## config.mk

```make
export PLATFORM = sky130hd
export DESIGN_NAME = des_sbox_prog_engine
export DESIGN_NICKNAME = d
export VERILOG_FILES = /design/src/rtl/des_sbox_prog_engine.sv
export SDC_FILE = /design/constraint.sdc
export NUM_CORES = 2
export LEC_CHECK = 0
export ABC_AREA = 1
export CAP_MARGIN = 20
export CORE_ASPECT_RATIO = 1.75
export CORE_MARGIN = 2
export CORE_UTILIZATION = 50
export CTS_BUF_LIST = sky130_fd_sc_hd__clkbuf_4
export CTS_CLUSTER_DIAMETER = 100
export CTS_CLUSTER_SIZE = 40
export DETAILED_ROUTE_END_ITERATION = 16
export PLACE_DENSITY = 0.64
export SYNTH_ARGS = -nofsm -noshare
export SYNTH_HDL_FRONTEND = slang
export SYNTH_SLANG_ARGS = --single-unit
```

## constraint.sdc

```tcl
create_clock -name clk -period 4.3 [get_ports clk]
set_clock_uncertainty 0.05 [all_clocks]
set_input_delay 0.43 -clock clk [delete_from_list [all_inputs] [get_ports clk]]
set_output_delay 0.43 -clock clk [all_outputs]
set_load 0.01 [all_outputs]
```

## src/rtl/des_sbox_prog_engine.sv

```systemverilog
// des_sbox_prog_engine: run-time loadable S-box substitution engine.
// Holds NBOX tables of 2^IN_W x OUT_W entries, written through a config port.
// Each word is substituted LANES boxes per cycle, and the result is held until
// the downstream side accepts it.
// Optional feature macro: SBOX_PARITY_EN (per-entry even parity with sticky err).
module des_sbox_prog_engine #(
  parameter int IN_W  = 6,
  parameter int OUT_W = 4,
  parameter int NBOX  = 8,
  parameter int LANES = 2
) (
  input  logic                                 clk,
  input  logic                                 rst,
  input  logic                                 cfg_we,
  output logic                                 cfg_ready,
  input  logic [(NBOX>1?$clog2(NBOX):1)-1:0]   cfg_box,
  input  logic [IN_W-1:0]                      cfg_addr,
  input  logic [OUT_W-1:0]                     cfg_data,
  input  logic                                 in_valid,
  output logic                                 in_ready,
  input  logic [NBOX*IN_W-1:0]                 in_data,
  output logic                                 out_valid,
  input  logic                                 out_ready,
  output logic [NBOX*OUT_W-1:0]                out_data,
  output logic                                 err
);

  localparam int STEPS = NBOX / LANES;
  localparam int CNT_W = (STEPS > 1) ? $clog2(STEPS) : 1;
  localparam int BOX_W = (NBOX > 1) ? $clog2(NBOX) : 1;
  localparam int DEPTH = 1 << IN_W;
`ifdef SBOX_PARITY_EN
  localparam int ENT_W = OUT_W + 1;
`else
  localparam int ENT_W = OUT_W;
`endif

  localparam logic [1:0] IDLE = 2'd0;
  localparam logic [1:0] RUN  = 2'd1;
  localparam logic [1:0] DONE = 2'd2;

  if ((NBOX % LANES) != 0) begin : g_bad_lanes
    $error("des_sbox_prog_engine: NBOX must be a multiple of LANES");
  end

  logic [1:0]            state_q, state_d;
  logic [CNT_W-1:0]      cnt_q, cnt_d;
  logic                  vld_q, vld_d;
  logic [NBOX*OUT_W-1:0] out_q, out_d;
  logic [NBOX*IN_W-1:0]  in_q;
  logic [ENT_W-1:0]      mem_q [NBOX][DEPTH];
  logic [ENT_W-1:0]      wr_ent;
  logic                  wr_en;
  logic [BOX_W-1:0]      box_sel;
  logic [IN_W-1:0]       idx;
  logic [ENT_W-1:0]      ent;
  int                    base;
`ifdef SBOX_PARITY_EN
  logic                  err_q, err_d;
`endif

  assign in_ready  = (state_q == IDLE);
  assign cfg_ready = (state_q == IDLE);
  assign out_valid = vld_q;
  assign out_data  = out_q;
  // Writes are only taken in IDLE, so a write in the same cycle as an accepted
  // word is already in the table by the first RUN lookup.
  assign wr_en = cfg_we && (state_q == IDLE) &&
                 ({1'b0, cfg_box} < (BOX_W+1)'(NBOX));
`ifdef SBOX_PARITY_EN
  assign wr_ent = {^cfg_data, cfg_data};
  assign err    = err_q;
`else
  assign wr_ent = cfg_data;
  assign err    = 1'b0;
`endif

  // Table storage: no reset, so contents survive rst.
  always_ff @(posedge clk) begin
    if (wr_en) mem_q[cfg_box][cfg_addr] <= wr_ent;
  end

  // Input word capture on the accepting handshake.
  always_ff @(posedge clk) begin
    if ((state_q == IDLE) && in_valid) in_q <= in_data;
  end

  // Next-state logic: FSM sequencing and LANES table lookups per RUN cycle.
  always_comb begin
    state_d = state_q;
    cnt_d   = cnt_q;
    vld_d   = vld_q;
    out_d   = out_q;
`ifdef SBOX_PARITY_EN
    err_d   = err_q;
`endif
    box_sel = '0;
    idx     = '0;
    ent     = '0;
    base    = 0;
    case (state_q)
      IDLE: begin
        if (in_valid) begin
          state_d = RUN;
          cnt_d   = '0;
        end
      end
      RUN: begin
        for (int l = 0; l < LANES; l++) begin
          base    = int'(cnt_q) * LANES + l;
          box_sel = BOX_W'(base);
          idx     = in_q[base*IN_W +: IN_W];
          ent     = mem_q[box_sel][idx];
          out_d[base*OUT_W +: OUT_W] = ent[OUT_W-1:0];
`ifdef SBOX_PARITY_EN
          if (^ent) err_d = 1'b1;
`endif
        end
        cnt_d = cnt_q + CNT_W'(1);
        if (cnt_q == CNT_W'(STEPS - 1)) begin
          state_d = DONE;
          vld_d   = 1'b1;
        end
      end
      DONE: begin
        if (out_ready) begin
          state_d = IDLE;
          vld_d   = 1'b0;
        end
      end
      default: begin
        state_d = IDLE;
        vld_d   = 1'b0;
      end
    endcase
  end

  // State registers; async reset discards any in-flight word.
  always_ff @(posedge clk or posedge rst) begin
    if (rst) begin
      state_q <= IDLE;
      cnt_q   <= '0;
      vld_q   <= 1'b0;
      out_q   <= '0;
`ifdef SBOX_PARITY_EN
      err_q   <= 1'b0;
`endif
    end else begin
      state_q <= state_d;
      cnt_q   <= cnt_d;
      vld_q   <= vld_d;
      out_q   <= out_d;
`ifdef SBOX_PARITY_EN
      err_q   <= err_d;
`endif
    end
  end

endmodule
```

**Word-level counts from Yosys, hierarchy flattened**

Memory sizes are Yosys's and may differ from the RTL's.
Index checks and enable logic that the tools add are counted.

- Add/subtract/negate cells: 4
- $mul: 2
- $lt $le $gt $ge: 4
- Equal/unequal tests: 6
- Shifts and indexed selects: 6
- Muxes and demuxes: 21
- Bitwise gates (word level): 4
- Reduce and logical (&&, ||, !) cells: 8

Operators by type and width:

| cell | number |
|---|---|
| two-way mux 256 bit | 1 |
| variable shift 4 x 33 -> 32 bit, first input constant | 2 |
| variable part select 4 x 33 -> 32 bit | 2 |
| bitwise mux 32 bit | 2 |
| binary-select mux 4 bit (select 6 bit) | 2 |
| variable part select 48 x 7 -> 6 bit | 1 |
| variable part select 48 x 8 -> 6 bit | 1 |
| negation 5 -> 33 bit | 1 |
| negation 6 -> 33 bit | 1 |
| demux 4 bit (select 6 bit) | 1 |
| greater-or-equal comparator 7 bit, second input constant | 3 |
| NOT 6 -> 7 bit | 3 |
| two-way mux 4 bit | 5 |
| two-way mux 2 bit | 4 |
| < comparator 7 x 1 -> 1 bit, second input constant | 1 |
| multiplier 4 x 2 -> 6 bit, second input constant | 1 |
| one-hot mux 2 bit (3 select lines) | 1 |
| AND reduction 3 bit | 2 |
| adder 3 x 1 -> 4 bit, second input constant | 1 |
| equality test 2 bit, second input constant | 2 |
| multiplier 2 x 2 -> 4 bit, second input constant | 1 |
| != test 2 bit, second input constant | 2 |
| one-hot mux 2 bit (2 select lines) | 1 |
| logical AND 1 bit | 3 |
| 9 further kinds | 11 |

- Flip-flop bits (word level): 85
- Bits in writable memories: 2048
- Input bits: 66
- Output and inout port bits: 36
- Memories: 1

Memories:

| name | depth | bits a word | read ports | clocked after memory_dff | wr ports | RTL line | text |
|---|---|---|---|---|---|---|---|
| mem_q | 8 | 256 | 2 | 0 | 1 | 51 | `logic [ENT_W-1:0] mem_q [NBOX][DEPTH];` |

**Longest topological paths before layout**

- Depth after elaboration: 9
- Depth in mapped cells: 18

**Worst setup path before layout**

Ideal clock, no wire load.

- Path type: register -> register
- Start: register state_q[0]
- End: register in_q[0], enable pin
- Arrival time: 2.804 ns
- Data required time: 3.795 ns
- Setup slack: 0.991 ns
- Cell stages (with the launch flop): 4
- Path buffers: 0
- Period minus slack after synthesis: 3.309 ns
- Cells stage by stage: dfrtp_1 > nor2_1 > inv_1 > nor2_1

- Cells in the longest elaborated chain, start to end: 2

RTL lines:

| what | RTL line | text |
|---|---|---|
| start, declared | 46 | `logic [1:0] state_q, state_d;` |
| start signal, assigned | 149 | `state_q <= state_d;` |
| zero test 2 bit | - |  |
| net cfg_ready | 15 | `output logic cfg_ready,` |
| logical AND 1 bit | 85 | `if ((state_q == IDLE) && in_valid) in_q <= in_data;` |
| end signal, assigned | 85 |  |
| end, declared | 50 | `logic [NBOX*IN_W-1:0] in_q;` |

The timed path passes the listed nets, and every way through them passes these cells.
A chain may end at the register's enable or synchronous reset.

**Final worst setup path**

- Start: register cnt_q[0]
- End: register out_q[18], in the netlist out_data[18]

- Cells in the longest elaborated chain, start to end: 9
- Elaborated cells on any way between the ends: 22

RTL lines:

| what | RTL line | text |
|---|---|---|
| start, declared | 47 | `logic [CNT_W-1:0] cnt_q, cnt_d;` |
| start signal, assigned | 150 | `cnt_q <= cnt_d;` |
| adder 3 x 1 -> 4 bit / multiplier 2 x 2 -> 4 bit (equally long branches) | 110, 112 |  |
| multiplier 4 x 2 -> 6 bit / variable part select 48 x 7 -> 6 bit (equally long branches) | 112 | `idx = in_q[base*IN_W +: IN_W];` |
| variable part select 48 x 8 -> 6 bit / NOT 6 -> 7 bit (equally long branches) | 112, 113 |  |
| NOT 6 -> 7 bit (not written as such) / binary-select mux 4 bit (select 6 bit) (equally long branches) | 113 | `ent = mem_q[box_sel][idx];` |
| binary-select mux 4 bit (select 6 bit) / two-way mux 4 bit (equally long branches) | 113 |  |
| two-way mux 4 bit (not written as such) | 113 |  |
| two-way mux 4 bit (not written as such) / variable part select 4 x 33 -> 32 bit (equally long branches) | 113, 114 |  |
| variable part select 4 x 33 -> 32 bit / bitwise mux 32 bit (equally long branches) | 114 | `out_d[base*OUT_W +: OUT_W] = ent[OUT_W-1:0];` |
| bitwise mux 32 bit (*) | 114 |  |
| end signal, assigned | 152 | `out_q <= out_d;` |
| end, declared | 49 | `logic [NBOX*OUT_W-1:0] out_q, out_d;` |

Mark *: on every way between the ends. The rest lies on a longest branch, timed or not. The select of a mux whose other input is x is not followed.

==> qor.txt <==
Syn Inst Count: 7,964
Max cap viols: 0
Clk_lat worst skew: 1.29 ns
IO Pins: 102
Global Route Usage Sum: 26.9%
Commonest non-fill, non-tap cell in the layout: nand2_1
Synth Register Bits: 2,133
CTS buffer count: 59
Peak VDD IR: 810 uV
Max Slew Vio Count: 0
Site Rows: 204
WHS: 0.144 ns
Endpoints failing hold: 0
Worst r2r dst: out_data[18]
Slew headroom: 26.7%
Die area: 181,000 um2
Tightest Pin Transition: 1.10 ns
Most frequent cells in the layout: nand2_1 (2,597), edfxtp_1 (2,096), nand3_1 (1,433)
WHS Endpoint: mem_q[0][51]
Wire per inst: 24.0 um
WP data arrival: 5.15 ns
Postcts setup bufs: 0
Met3 usage: 2.42%
Mean post-synth cell area: 11.2 um2
Core area: 177,000 um2
Vias: 58,869
Global route hottest layer: met2
Final WS setup: 0.365 ns
Die Ht: 562 um
Final setup TNS: 0 ns
Period utilisation layout: 91.5%
WL final: 246,000 um
Area Growth Syn to Fin: 5.40%
H-tree depth: 2
First drt pass iteration count: 6
Type of the worst setup path: reg -> reg
Clock slew at reported path FFs: 0.40 ns
DRC: 0
Maximum clock rate: 254 MHz
Initial antenna violation count: 10
GR Overflow Total: 0
Worst min-delay path startpoint: cfg_data[3]
Fin util: 53.0%
Synth Net Count: 8,038
Register area: 63,900 um2
DIE WIDTH: 323 um
Via-to-Cell Ratio: 5.76
Hold/Removal Path Class: in -> reg
NumNets Final: 7,893
Placer Congestion: 0.904
Worst hold path depth: 2
Share of cells above drive strength 1: 3.78%
Area of the mapped netlist: 88,800 um2
Largest net degree at the start of global routing: 200
Global-route wire length before repair: 362,000 um
Post-route ant nets: 0
Status: completed
Met2 usage: 48.6%
Yosys cell types: 32
Critical Path End Type: flop
Worst EP required: 5.52 ns
Starting density of the core: 50.3%
RSZ-0062 raised after global routing: false
Vias in the first global route: 57,974
Area of the multi-input gates: 22,500 um2
Crit Reg-Reg Startpoint: cnt_q[0]
Met1 GRT Util: 31.8%
Clk root buf: clkbuf_4
Port Buffer Count: 100
Lkg Pwr: 32.5 nW
Tmin final: 3.93 ns
Sequential element share of the synthesized area: 71.9%
CP max FO: 56
R2r setup slk: 0.37 ns
Setup violations, final: 0
Clk sinks: 2,133
# fillers: 15,448
Reg2Reg Depth: 15
Warnings, synthesis: 0
Power per cell area: 577 nW/um2
Dpl ws: 0.488 ns
Clock Tree Buf Depth: 3
Startpoint types: flop
CTS tree: built
First DRT Iteration DRCs: 6,220
HPWL after detailed placement: 154,000 um
[cells in the mapped netlist]
master	count	area [um2]
nand2_1	2604	9770
edfxtp_1	2096	62900
nand3_1	1441	7210
nor2_1	863	3240
buf_2	302	1510
o21ai_0	234	1170
clkbuf_1	126	473
inv_1	53	199
buf_1	50	188
dfrtp_1	37	926
o211ai_1	24	180
buf_4	15	113
nor3_1	15	75.1
buf_6	14	158
a21oi_1	12	60.1
or2_2	11	68.8
nor4_1	10	62.6
nand4_1	9	56.3
ha_1	8	100
or2_1	8	50.1
inv_2	6	22.5
o21ai_1	6	30.0
nand2_2	5	31.3
a32oi_4	4	110
a32oi_2	2	32.5
inv_4	2	12.5
o22ai_1	2	12.5
clkbuf_2	1	5.00
clkinv_1	1	3.75
clkinv_2	1	5.00
conb_1	1	3.75
or2_4	1	8.76
[cell type report]
cell class,instances,area share [%]
Sequential cell,2133,68.2
Multi-Input combinational cell,5260,24.0
Timing Repair Buffer,302,3.58
Antenna cell,9,0.0241
Clock inverter,5,0.0414
Inverter,63,0.285
Clock buffer,85,0.681
Tap cell,2369,3.17
[layer usage]
metal / part of all wire, % / vias up
li1: - / 27106
met3: 6.1 / 486
met1: 36 / 29074
met5: 0.017 / -
met2: 52 / 2197
met4: 6.2 / 6
[registers in the layout, indices dropped and copies added, names as in the netlist]
name	flops
mem_q	2048
out_data	32
state_q	2
cnt_q	2
in_q	48
out_valid	1
[worst max path at each step]
stage / startpoint / to / slack (ns) / cells past startpoint
global route: cnt_q[0] / out_data[13] / 0.18 / 14
floorplan: state_q[0] / in_q[0] / 0.99 / 3
detailed placement: cnt_q[0] / out_data[13] / 0.49 / 14
global placement: cnt_q[0] / out_data[9] / 0.50 / 15
CTS: cnt_q[0] / out_data[13] / 0.41 / 14
finish: cnt_q[0] / out_data[18] / 0.37 / 15
[critical path, stage by stage, from the launching register on]
cell and delay, ns:
dfrtp_4 0.69, inv_8 0.32, nand2_1 0.12, nand2_1 0.08, nand2_1 0.08, nand2_4 0.48, buf_12 0.34, nand2_1 0.10
nand3_1 0.10, nand3_1 0.51, nand3_1 0.30, nand3_1 0.12, nand3_1 0.09, nand2_1 0.20, nand2_1 0.12, o21ai_1 0.06
[per-stage QoR]
stage | power, mW | std cells | instance area [um2]
floorplan | 38.8 | 7964 | 88800
global placement | 47.5 | 10070 | 92400
detailed placement | 47.7 | 10070 | 92400
CTS | 53.8 | 10216 | 93600
global route | 56.6 | 10221 | 93600
finish | 54.0 | 10226 | 93600
[repair_timing]
action                     CTS  global route
hold buffers                56             0
hold endpoints to repair  2113             0
resized for setup            0             0
[logic make-up after synthesis]
| family | count (synthesis) | synth area share [%] |
|---|---|---|
| other cells | 1 | 0.00422 |
| flops | 2133 | 71.9 |
| fa+ha+maj | 8 | 0.113 |
| compound gates | 284 | 1.80 |
| simple gates | 4967 | 23.2 |
| buf+inv | 571 | 3.03 |
[where the power goes]
part	leakage, nW	internal, mW	switching (mW)
logic	12.7	6.38	17.8
registers	19.3	23.1	0.334
clock network	0.417	0.900	5.48
total	32.5	30.3	23.7
Power figures use the tool's default switching activity.
